File: src/rtl/uart_rx_if.sv
// Receiver-side signal bundle for the UART receiver: the serial line in,
// the recovered byte and the per-frame status pulses out.
interface uart_rx_if #(
    parameter int DATA_BITS = 8
);
    logic                 din;
    logic [DATA_BITS-1:0] data;
    logic                 valid;
    logic                 frame_err;
    logic                 busy;

    // Drives the line and observes the receiver's results.
    modport master (
        output din,
        input  data,
        input  valid,
        input  frame_err,
        input  busy
    );

    // The receiver itself.
    modport slave (
        input  din,
        output data,
        output valid,
        output frame_err,
        output busy
    );
endinterface

File: src/rtl/uart_rx.sv
// UART receiver.
// Line format: idle high, one start bit (0), DATA_BITS data bits MSB first,
// one stop bit (1), OVERSAMPLE clk cycles per bit.
// The asynchronous line goes through a two-flop synchroniser. A falling edge
// seen in IDLE starts a frame. The start bit is re-checked at mid-bit, each
// data bit and the stop bit are sampled mid-bit, and a good frame updates the
// data register with a one-cycle valid pulse. A bad stop bit gives a one-cycle
// frame_err pulse instead and leaves data untouched.
module uart_rx #(
    parameter int OVERSAMPLE = 16,
    parameter int DATA_BITS  = 8
) (
    input  logic    clk,
    input  logic    rst_n,
    uart_rx_if.slave rx
);
    localparam int CW = $clog2(OVERSAMPLE);
    localparam int BW = $clog2(DATA_BITS + 1);

    localparam logic [CW-1:0] CNT_ZERO = {CW{1'b0}};
    localparam logic [CW-1:0] CNT_ONE  = CW'(1);
    localparam logic [CW-1:0] HALF_M1  = CW'(OVERSAMPLE / 2 - 1);
    localparam logic [CW-1:0] FULL_M1  = CW'(OVERSAMPLE - 1);
    localparam logic [BW-1:0] BIT_ZERO = {BW{1'b0}};
    localparam logic [BW-1:0] BIT_ONE  = BW'(1);
    localparam logic [BW-1:0] LAST_BIT = BW'(DATA_BITS - 1);

    typedef enum logic [1:0] {
        IDLE  = 2'b00,
        START = 2'b01,
        DATA  = 2'b10,
        STOP  = 2'b11
    } state_t;

    // Synchroniser and edge-detect history.
    logic sync1_r;
    logic sync2_r;
    logic prev_r;
    logic din_s;
    logic start_edge_s;

    // FSM state and datapath registers.
    state_t               state_r;
    state_t               state_nxt;
    logic [CW-1:0]        cnt_r;
    logic [CW-1:0]        cnt_nxt;
    logic [BW-1:0]        bit_r;
    logic [BW-1:0]        bit_nxt;
    logic [DATA_BITS-1:0] shift_r;
    logic [DATA_BITS-1:0] shift_nxt;
    logic [DATA_BITS-1:0] data_r;
    logic [DATA_BITS-1:0] data_nxt;
    logic                 valid_r;
    logic                 valid_nxt;
    logic                 ferr_r;
    logic                 ferr_nxt;
    logic                 busy_r;
    logic                 busy_nxt;

    assign din_s        = sync2_r;
    // Only a high-to-low transition starts a frame; a line that is already
    // low (break, or a bad stop bit running on) never does.
    assign start_edge_s = (din_s == 1'b0) && (prev_r == 1'b1);

    // Two-flop synchroniser for the asynchronous line, plus the previous
    // synchronised sample for edge detection; all reset to the idle level.
    always_ff @(posedge clk or negedge rst_n) begin
        if (!rst_n) begin
            sync1_r <= 1'b1;
            sync2_r <= 1'b1;
            prev_r  <= 1'b1;
        end else begin
            sync1_r <= rx.din;
            sync2_r <= sync1_r;
            prev_r  <= sync2_r;
        end
    end

    // State and datapath register bank; everything visible outside is registered here.
    always_ff @(posedge clk or negedge rst_n) begin
        if (!rst_n) begin
            state_r <= IDLE;
            cnt_r   <= CNT_ZERO;
            bit_r   <= BIT_ZERO;
            shift_r <= {DATA_BITS{1'b0}};
            data_r  <= {DATA_BITS{1'b0}};
            valid_r <= 1'b0;
            ferr_r  <= 1'b0;
            busy_r  <= 1'b0;
        end else begin
            state_r <= state_nxt;
            cnt_r   <= cnt_nxt;
            bit_r   <= bit_nxt;
            shift_r <= shift_nxt;
            data_r  <= data_nxt;
            valid_r <= valid_nxt;
            ferr_r  <= ferr_nxt;
            busy_r  <= busy_nxt;
        end
    end

    // Next-state and next-datapath logic; the baud counter restarts at zero on
    // every state change so each phase measures from its own entry.
    always_comb begin
        state_nxt = state_r;
        cnt_nxt   = cnt_r;
        bit_nxt   = bit_r;
        shift_nxt = shift_r;
        data_nxt  = data_r;
        valid_nxt = 1'b0;
        ferr_nxt  = 1'b0;

        case (state_r)
            IDLE: begin
                cnt_nxt = CNT_ZERO;
                bit_nxt = BIT_ZERO;
                if (start_edge_s) begin
                    state_nxt = START;
                end else begin
                    state_nxt = IDLE;
                end
            end

            START: begin
                // Half a bit after the edge: still low means a real start bit.
                if (cnt_r == HALF_M1) begin
                    cnt_nxt = CNT_ZERO;
                    bit_nxt = BIT_ZERO;
                    if (din_s == 1'b0) begin
                        state_nxt = DATA;
                    end else begin
                        state_nxt = IDLE;
                    end
                end else begin
                    cnt_nxt = cnt_r + CNT_ONE;
                end
            end

            DATA: begin
                // One full bit after the previous mid-bit sample.
                if (cnt_r == FULL_M1) begin
                    cnt_nxt   = CNT_ZERO;
                    shift_nxt = {shift_r[DATA_BITS-2:0], din_s};
                    if (bit_r == LAST_BIT) begin
                        bit_nxt   = BIT_ZERO;
                        state_nxt = STOP;
                    end else begin
                        bit_nxt   = bit_r + BIT_ONE;
                    end
                end else begin
                    cnt_nxt = cnt_r + CNT_ONE;
                end
            end

            STOP: begin
                if (cnt_r == FULL_M1) begin
                    cnt_nxt   = CNT_ZERO;
                    state_nxt = IDLE;
                    if (din_s == 1'b1) begin
                        data_nxt  = shift_r;
                        valid_nxt = 1'b1;
                    end else begin
                        ferr_nxt  = 1'b1;
                    end
                end else begin
                    cnt_nxt = cnt_r + CNT_ONE;
                end
            end

            default: begin
                state_nxt = IDLE;
                cnt_nxt   = CNT_ZERO;
                bit_nxt   = BIT_ZERO;
            end
        endcase

        busy_nxt = (state_nxt != IDLE);
    end

    assign rx.data      = data_r;
    assign rx.valid     = valid_r;
    assign rx.frame_err = ferr_r;
    assign rx.busy      = busy_r;

endmodule
File: src/flat_wrapper.sv
// flat-port wrapper written by rule: the top's interface ports become plain ports
module uart_rx_flat 
#(
    parameter int OVERSAMPLE = 16,
    parameter int DATA_BITS  = 8
)
  (clk, rst_n, rx_din, rx_data, rx_valid, rx_frame_err, rx_busy);
  uart_rx_if #(.DATA_BITS(DATA_BITS)) rx_i ();
  input  logic clk;
  input  logic rst_n;
  input wire logic [$bits(rx_i.din)-1:0] rx_din;
  output wire logic [$bits(rx_i.data)-1:0] rx_data;
  output wire logic [$bits(rx_i.valid)-1:0] rx_valid;
  output wire logic [$bits(rx_i.frame_err)-1:0] rx_frame_err;
  output wire logic [$bits(rx_i.busy)-1:0] rx_busy;
  assign rx_i.din = rx_din;
  assign rx_data = rx_i.data;
  assign rx_valid = rx_i.valid;
  assign rx_frame_err = rx_i.frame_err;
  assign rx_busy = rx_i.busy;
  uart_rx #(.OVERSAMPLE(OVERSAMPLE), .DATA_BITS(DATA_BITS)) u_core (.clk(clk), .rst_n(rst_n), .rx(rx_i));
endmodule
File: config.mk
export PLATFORM = sky130hd
export DESIGN_NAME = uart_rx_flat
export DESIGN_NICKNAME = d
export VERILOG_FILES = /design/src/rtl/uart_rx_if.sv /design/src/rtl/uart_rx.sv /design/src/flat_wrapper.sv
export SDC_FILE = /design/constraint.sdc
export NUM_CORES = 1
export LEC_CHECK = 0
export ABC_AREA = 1
export BUFFER_PORTS_ARGS = -buffer_cell sky130_fd_sc_hd__buf_2
export CAP_MARGIN = 20
export CORE_UTILIZATION = 56
export DETAILED_ROUTE_END_ITERATION = 8
export PLACE_DENSITY = 0.82
export SLEW_MARGIN = 20
export SYNTH_ARGS = -nofsm -noshare
export SYNTH_HDL_FRONTEND = slang
export SYNTH_SLANG_ARGS = --single-unit
File: constraint.sdc
create_clock -name clk -period 1.35 [get_ports clk]
set_input_delay 0.405 -clock clk [delete_from_list [all_inputs] [get_ports clk]]
set_output_delay 0.405 -clock clk [all_outputs]
set_load 0.02 [all_outputs]
==> metrics, run 1 <==
count leader, synth nand2_1; clock tree from TritonCTS done; Fmax achieved about 770 MHz; final antenna-violating net count 0; Final Setup Violations 0; pin count of the biggest net entering global routing 33; critical path class register to primary output; number of detailed-route iterations in the first pass 5; worst slew pin tran approximately 0.25 ns; Post-Syn Area 0.00138 sq mm; maximum vdd drop 1.05 mV; Avg Synthesized Cell Area 9.63 sq um; fin cells 194; Max Slew Vio Count 0; EDFF count, synth 0; placed cells 185; # rows 17; CTS clk-pin slew, worst paths ~0.10 ns; Die Span Y 51.6 um; Commonest cells post-synth 37 x nand2_1, 29 x dfrtp_1, 18 x inv_1, 16 x nor2_1, 15 x o21ai_2; Top-Level Pins 14; leakage power a little over 0.8 nW; Synth Flop Type dfrtp_1; Cell Pwr Density approximately 1400 mW/mm^2; Reg-to-Reg End u_core.rx.busy; drc violations 0; sequential share of the synthesized area roughly three fifths; Netlist cell types 16; initial core utilization between 60% and 70%; power after layout ~2.3 mW; Remaining Overflow, GRT 0; Global Route Usage Sum 21.8%; ant diodes 0; final wirelength 2350 um; Worst Skew about 0.014 ns; Required @ worst endpoint ~0.95 ns; Max Root-Sink Buffers 2; antenna violations before repair 0; hold slack between 0.01 and 0.015 ns; synthesis-stage register bit count 32; NumNets Final 170; slowest CP cell dfrtp_1; die area between 0.002 and 0.003 sq mm; H-tree levels 2; via/cell ratio roughly 5.1; Num Clock Sinks 32; CTS Buf Count 5; Synth Instances 143; starting DRC count in detailed routing 18; Max-Slew Margin vs Limit 83.1%; CP max stage delay between 0.4 and 0.5 ns; Area growth syn-to-layout 18.3%; Hold Vio Cnt, Final 0; global-route wire length before repair a little over 4000 um; R2R setup slack ~0.060 ns; Core Area ~0.0023 sq mm; Avg WL per Cell 12.1 um; Clock Latency Late Sink 0.33 ns; FILL cells 174; max cap viols 0; Largest delay share family, worst path flip-flops; Root Buffer clkbuf_4; share of cells above drive strength 1 34.9%; Port Buf Inserts 13; asr flop ratio synth 100%; fin util about 72%; Worst Path Max Fanout 2; crit path cell chain buf_2; worst r2r src u_core.cnt_r[1]; RD Place Congestion 0.838; CP Buf/Inv Count 1; die width 51.6 um; cells on worst reg2reg path 6; post-synth top area cell dfrtp_1; Yosys top cell area share between 50% and 60%; syn nets roughly 150; yosys synthesis warning count 0; total number of vias ~1,000; status complete, no violations; final worst-path cycle share between 90% and 100%; Crit path arrival time about 0.9 ns; Hold Path Class input port to asynchronous set/reset pin; vias in the first global route 955; Tmin final roughly 1.3 ns; dpl hpwl 1590 um; Synth area leaders dfrtp_1 53%, nand2_1 10%, o21ai_2 9.5%; kind of end point of the critical path primary output; CP startpoint kind register
[power breakdown]
group	leakage [nW]	switching, mW	total [mW]	internal, mW
Combinational	0.363	0.359	0.571	0.212
Clock	0.0315	0.308	0.563	0.255
Sequential	0.424	0.125	1.20	1.07
[state kept, by name, summed over array words and instances (netlist names)]
| register | flops |
|---|---|
| u_core.rx.busy | 1 |
| u_core.rx.data | 8 |
| u_core.rx.valid | 1 |
| u_core.shift_r | 8 |
| u_core.prev_r | 1 |
| u_core.rx.frame_err | 1 |
| u_core.cnt_r | 4 |
| u_core.state_r | 2 |
| u_core.sync1_r | 1 |
| u_core.bit_r | 4 |
| u_core.din_s | 1 |
[cell type report]
class / count / area, sq um / share of cell area (%)
Tap cell: 28 / 35.0 / 2.15
Clock buffer: 7 / 55.1 / 3.38
Timing Repair Buffer: 16 / 113 / 6.91
Multi-Input combinational cell: 92 / 547 / 33.6
Clock inverter: 1 / 7.51 / 0.461
Inverter: 18 / 67.6 / 4.15
Sequential cell: 32 / 805 / 49.4
[logic make-up after synthesis]
group / synth area share [%]
buffers and inverters: 6.54
XOR/XNOR: 1.27
AO/OA/AOI/OAI: 11.4
adder cells (fa/ha/maj): 1.82
flip-flops: 58.4
AND/OR/NAND/NOR: 20.6
[worst max-delay path by stage]
stage	startpoint	to	slack (ns)	cells after the start
CTS	u_core.cnt_r[0]	u_core.rx.busy	0.03	7
floorplan	u_core.cnt_r[0]	u_core.rx.data[0]	0.11	7
global route	u_core.cnt_r[1]	u_core.rx.busy	-0.01	6
global placement	u_core.cnt_r[0]	u_core.rx.data[7]	-0.001	7
detailed placement	u_core.cnt_r[0]	u_core.rx.data[7]	-0.04	7
finish	u_core.rx.data[0]	rx_data[0]	0.05	1
[cell usage in the layout, fill, tap and decap left out, types with 3 or more instances in the layout]
master    netlist  layout
nand2_1        37      34
dfrtp_1        29      29
inv_1          18      16
o21ai_2        15      15
nor2_1         16      14
buf_2           0      13
nand3_1         6       5
nand2_2         4       5
clkbuf_4        0       5
o21ai_0         3       3
nand2_4         0       3
nor2_2          2       3
dfstp_2         3       3
[what timing repair did]
item / 4_1_cts / 5_1_grt
endpoints found under the setup margin: 8 / 23
hold buffers: 0 / 0
setup buffers: 0 / 0
gates resized for setup: 1 / 14
cloned: 0 / 1
pin swaps: 0 / 5
[routing by layer]
layer / part of all wire, % / wire (um) / up-vias / GRT usage (%)
met5: 0 / 0 / - / 0
met4: 1.2 / 29 / 0 / 11.3
met3: 3.0 / 71 / 4 / 7.89
met2: 52 / 1220 / 17 / 35.1
met1: 44 / 1030 / 481 / 25.3
li1: - / - / 493 / -
[stage by stage]
stage | setup TNS, ns | area, sq um | setup WS (ns)
finish | 0 | 1630 | 0.0451
global route | -0.0119 | 1630 | -0.0119
CTS | 0 | 1570 | 0.0258
detailed placement | -0.185 | 1500 | -0.0448
global placement | -0.00130 | 1500 | -0.00130
floorplan | 0 | 1380 | 0.107
No activity file was read; power rests on OpenSTA's default activity.
==> run 2: changes to the inputs <==
- RECOVER_POWER: default -> 50
==> run 2 against run 1 <==
- via count rose by 0.20%
- core utilization shrank 0.67 points
- clock-buffer cell count did not move
- largest power group unchanged
==> metrics, run 2 (synthesis gave the netlist of run 1 again) <==
status complete, no violations; Seq pwr share 51.6% (+0.2 points); internal power 1.54 mW (-0.36%); max cap viols 0 (unchanged); die width 51.6 um (unchanged); Area growth syn-to-layout 17.2%; Remaining Overflow, GRT 0 (unchanged); Fmax achieved 766 MHz (about the same); Worst Skew 0.0136 ns (+0.0000438 ns); critical path class register to primary output; # rows 17 (unchanged); Clock Latency Late Sink 0.33 ns (about the same); crit path cell chain buf_2; leakage power 0.813 nW (-0.64%); Sum Neg Setup Slack 0 ns (unchanged); Die Span Y 51.6 um (unchanged); global-route wire length before repair 4070 um (unchanged); starting DRC count in detailed routing 17 (-1); fin cells 194 (unchanged); CTS clk-pin slew, worst paths 0.10 ns (about the same); placed cell area 0.00150 sq mm (unchanged); PnR worst setup slack 0.0448 ns (-0.000254 ns); share of cells above drive strength 1 34.9% (unchanged); Hold Vio Cnt, Final 0 (unchanged); clock tree from TritonCTS done; Num Clock Sinks 32 (unchanged); H-tree levels 2 (unchanged); Tmin final 1.31 ns (+0.000254 ns); worst slack, placed -0.0448 ns (unchanged); CTS Buf Count 5 (unchanged); Core Area 0.00225 sq mm (unchanged); Root Buffer clkbuf_4; slowest CP cell dfrtp_1; final antenna-violating net count 0 (unchanged); die area 0.00266 sq mm (unchanged); Largest delay share family, worst path flip-flops; Worst Path Max Fanout 2 (unchanged); hold slack 0.164 ns (+0.150 ns); dpl hpwl 1590 um (unchanged); Top-Level Pins 14 (unchanged); NumNets Final 170 (unchanged); final worst-path cycle share 96.7% (about the same); Cell Pwr Density 1440 mW/mm^2 (+0.63%); vias in the first global route 955 (unchanged); final wirelength 2360 um (+0.25%); Psw 790 uW (-0.17%); ant diodes 0 (unchanged); initial core utilization 61.1% (unchanged); FILL cells 176 (+1.1%); Max Root-Sink Buffers 2 (unchanged); fin util 71.6% (-0.67 points); Clock Power Share 24.2% (about the same); post-route cell area 0.00161 sq mm (-0.92%); combinational power share 24.3% (-0.2 points); commonest cells after routing, fill and taps aside 34 x nand2_1, 29 x dfrtp_1, 16 x inv_1; Required @ worst endpoint 0.95 ns (about the same); pin count of the biggest net entering global routing 33 (unchanged); antenna violations before repair 0 (unchanged); hold_buf cts 0 (unchanged); most common cell after layout, fill and taps aside nand2_1; Port Buf Inserts 13 (unchanged); Final Setup Violations 0 (unchanged); maximum vdd drop 1.05 mV (-0.16%); sequential cell area 805 sq um (unchanged); Max-Slew Margin vs Limit 50.0% (-33 points); Hold Path Class input port to register; Avg WL per Cell 12.2 um (+0.25%); number of detailed-route iterations in the first pass 5 (unchanged); CP startpoint kind register; Crit path arrival time 0.90 ns (about the same); worst slew pin tran 0.749 ns (+0.496 ns); CP max stage delay 0.41 ns (about the same); total number of vias 997 (+0.20%); Max Slew Vio Count 0 (unchanged); placed cells 185 (unchanged); CP Buf/Inv Count 1 (unchanged); Net Sw Frac 34.0% (+0.042 points); power after layout 2.33 mW (-0.30%); RD Place Congestion 0.838 (unchanged); drc violations 0 (unchanged); kind of end point of the critical path primary output; Multi-input gate area 547 sq um (unchanged); Global Route Usage Sum 21.8% (unchanged); via/cell ratio 5.14 (+0.20%)
## run 2: cell types whose count changed in the layout (fill, tap and decap cells not counted)
| cell | previous run | this run |
|---|---|---|
| buf_12 | 2 | 1 |
| clkbuf_2 | 0 | 1 |
## run 2: final cells by class
type	instances	share of cell area, %
sequential	32	49.8
multi-input combinational	92	33.9
timing repair buffer	16	6.05
inverter	18	4.19
clock buffer	7	3.41
tap	28	2.17
clock inverter	1	0.465
## run 2: power groups by stage
stage	clock network [mW]	logic, mW	registers [mW]
CTS	0.586	0.499	1.18
finish	0.562	0.565	1.20
global route	0.619	0.649	1.22
detailed placement	0	0.500	1.19
floorplan	0	0.339	1.19
global placement	0	0.472	1.18
## run 2: worst paths after layout
kind,startpoint,end,slack (ns),cells after the start
worst max-delay path,u_core.rx.data[0],rx_data[0],0.04,1
worst min-delay path,rx_din,u_core.sync1_r,0.16,1
worst max register to register,u_core.cnt_r[1],u_core.rx.busy,0.06,6
worst min register to register,u_core.sync1_r,u_core.din_s,0.38,0
max in group asynchronous,rst_n,u_core.shift_r[7],0.65,2
min in group asynchronous,rst_n,u_core.rx.frame_err,0.22,2
## run 2: layer usage
metal	track usage, %	part of all wire, %
met5	0	0
met2	35.1	51
met1	25.3	44
met4	11.3	1.2
met3	7.89	3.0
## run 2: repair_timing
action,4_1_cts,5_1_grt
buffers inserted,0,0
endpoints found under the setup margin,8,23
gates resized for setup,1,14
cloned,0,1
pin swaps,0,5
==> run 3: changes to the inputs <==
- BUFFER_PORTS_ARGS: -buffer_cell sky130_fd_sc_hd__buf_2 -> default
- CAP_MARGIN: 20 -> 40
- CORE_UTILIZATION: 56 -> 60
- DONT_BUFFER_PORTS: default -> 1
- TNS_END_PERCENT: default -> 5
==> run 3 against run 2 <==
- core utilization rose by 4.6 points
- first-iteration DRC count grew 18%
- setup slack gained 0.0019 ns
- clock skew shrank 0.0082 ns
- via count is 6.6% lower
- routed wire length is 7.7% lower
- clock power rose by 41%
- flip-flop and latch count unchanged
- sequential power about the same
- critical path type is now register to register
==> metrics, run 3 (synthesis gave the netlist of run 1 again) <==
via/cell ratio 5.14 (about the same); FILL cells 129 (-27%); global-route wire length before repair 3910 um (-4.1%); Num Clock Sinks 32 (unchanged); cells on worst reg2reg path 7 (+1); final wirelength 2180 um (-7.7%); commonest cells after routing, fill and taps aside 35 x nand2_1, 29 x dfrtp_1, 18 x inv_1; antenna violations before repair 0 (unchanged); RSZ-0062 raised after global routing yes; kind of end point of the critical path register; worst r2r src u_core.cnt_r[0]; Remaining Overflow, GRT 0 (unchanged); total number of vias 931 (-6.6%); critical path class register to register; CTS Buf Count 5 (unchanged); die area 0.00249 sq mm (-6.4%); Hold Path Class input port to register; Avg WL per Cell 12.0 um (-1.1%); leakage power 0.750 nW (-7.8%); sequential cell area 805 sq um (unchanged); Fmax achieved 767 MHz (+0.14%); most common cell after layout, fill and taps aside nand2_1; power after layout 2.50 mW (+7.3%); Worst Skew 0.00545 ns (-0.00818 ns); Cell Pwr Density 1590 mW/mm^2 (+10%); Clock Latency Late Sink 0.33 ns (about the same); starting DRC count in detailed routing 20 (+3); Required @ worst endpoint 1.57 ns (+0.62 ns); worst slew pin tran 0.745 ns (-0.00430 ns); final antenna-violating net count 0 (unchanged); Reg-to-Reg End u_core.rx.data[4]; Die Span Y 49.9 um (-3.3%); H-tree levels 2 (unchanged); hold wc startpoint rx_din; final worst-path cycle share 96.5% (-0.14 points); CP startpoint kind register; status complete, no violations; fin cells 181 (-6.7%); Sum Neg Setup Slack 0 ns (unchanged); vias in the first global route 887 (-7.1%); die width 49.9 um (-3.3%); end of the worst hold path u_core.sync1_r; drc violations 0 (unchanged); Multi-input gate area 508 sq um (-7.1%); number of detailed-route iterations in the first pass 4 (-1); Max-Slew Margin vs Limit 50.3% (+0.29 points); dpl hpwl 1480 um (-7.3%); pin count of the biggest net entering global routing 33 (unchanged); Core Area 0.00206 sq mm (-8.5%); Top-Level Pins 14 (unchanged); max cap viols 0 (unchanged); ant diodes 0 (unchanged); Worst Path Max Fanout 16 (+14); CP startpoint u_core.cnt_r[0]; Max Root-Sink Buffers 2 (unchanged); Crit path arrival time 1.52 ns (+0.62 ns); RD Place Congestion 0.759 (-9.4%); Final Setup Violations 0 (unchanged); placed cells 170 (-8.1%); Tmin final 1.30 ns (-0.00188 ns); clock tree from TritonCTS done; Root Buffer clkbuf_4; # rows 16 (-1); maximum vdd drop 1.21 mV (+15%); Port Buf Inserts 0 (-13); Area growth syn-to-layout 14.1%; Hold Vio Cnt, Final 0 (unchanged); R2R setup slack 0.05 ns (about the same); Min-Delay Path Depth 0 (-1); NumNets Final 158 (-7.1%); Global Route Usage Sum 22.2% (+0.46 points); CTS clk-pin slew, worst paths 0.09 ns (about the same); share of cells above drive strength 1 26.6% (-8.3 points); Max Slew Vio Count 0 (unchanged); initial core utilization 66.8% (+5.7 points)
-- run 3: changes by cell type in the layout (fill, tap and decap cells not counted), moves of 2 or more --
cell / previous run / this run
buf_2: 13 / 0
inv_1: 16 / 18
inv_2: 2 / 0
nand2_4: 3 / 0
-- run 3: worst max-delay path, cell delays in order, from the launching register on --
cell and delay (ns):
dfrtp_1 0.41, ha_4 0.17, nand3_2 0.13, nor2_4 0.12
nand2_2 0.07, buf_12 0.15, nand2_1 0.08, o21ai_2 0.05
-- run 3: report_power, final --
part	internal (mW)	leakage [nW]	switching (mW)
Sequential	1.07	0.424	0.135
Combinational	0.187	0.274	0.306
Clock	0.491	0.0515	0.303
-- run 3: layer usage --
metal | global-route usage, % | part of all wire, %
met1 | 28.1 | 47
met2 | 33.1 | 46
met3 | 9.26 | 4.8
met4 | 10.0 | 1.9
met5 | 0 | 0
-- run 3: how the worst max path moves through the flow --
stage	endpoint	cells past startpoint	slack [ns]
finish	u_core.rx.data[4]	7	0.05
floorplan	u_core.rx.data[0]	7	0.11
detailed placement	u_core.rx.data[5]	7	0.02
global placement	u_core.shift_r[1]	7	0.07
CTS	u_core.rx.data[4]	7	0.004
global route	u_core.rx.busy	7	-0.05
-- run 3: cell type report --
type	count	share of cell area [%]
multi-input cells	91	32.3
clock inverters	1	1.91
inverters	18	4.30
flip-flops and latches	32	51.2
well taps	27	2.15
repair buffers	5	3.98
clock buffers	7	4.14
-- run 3: timing repair --
action	in CTS	in global routing
gates resized for setup	2	4
buffers inserted	0	1
hold buffers	2	0
hold endpoints to repair	32	0
endpoints found under the setup margin	3	20
-- run 3: metrics by stage --
step | util (%) | instance area [sq um] | hold slack (ns) | setup slack, ns
after floorplan | - | 1380 | 0.109 | 0.107
after global placement | 69.3 | 1430 | 0.110 | 0.0705
after detailed placement | 69.3 | 1430 | 0.110 | 0.0192
after CTS | 75.6 | 1560 | 0.0538 | 0.00366
after global routing | 76.2 | 1570 | 0.0437 | -0.0451
final | 76.2 | 1570 | 0.0659 | 0.0467
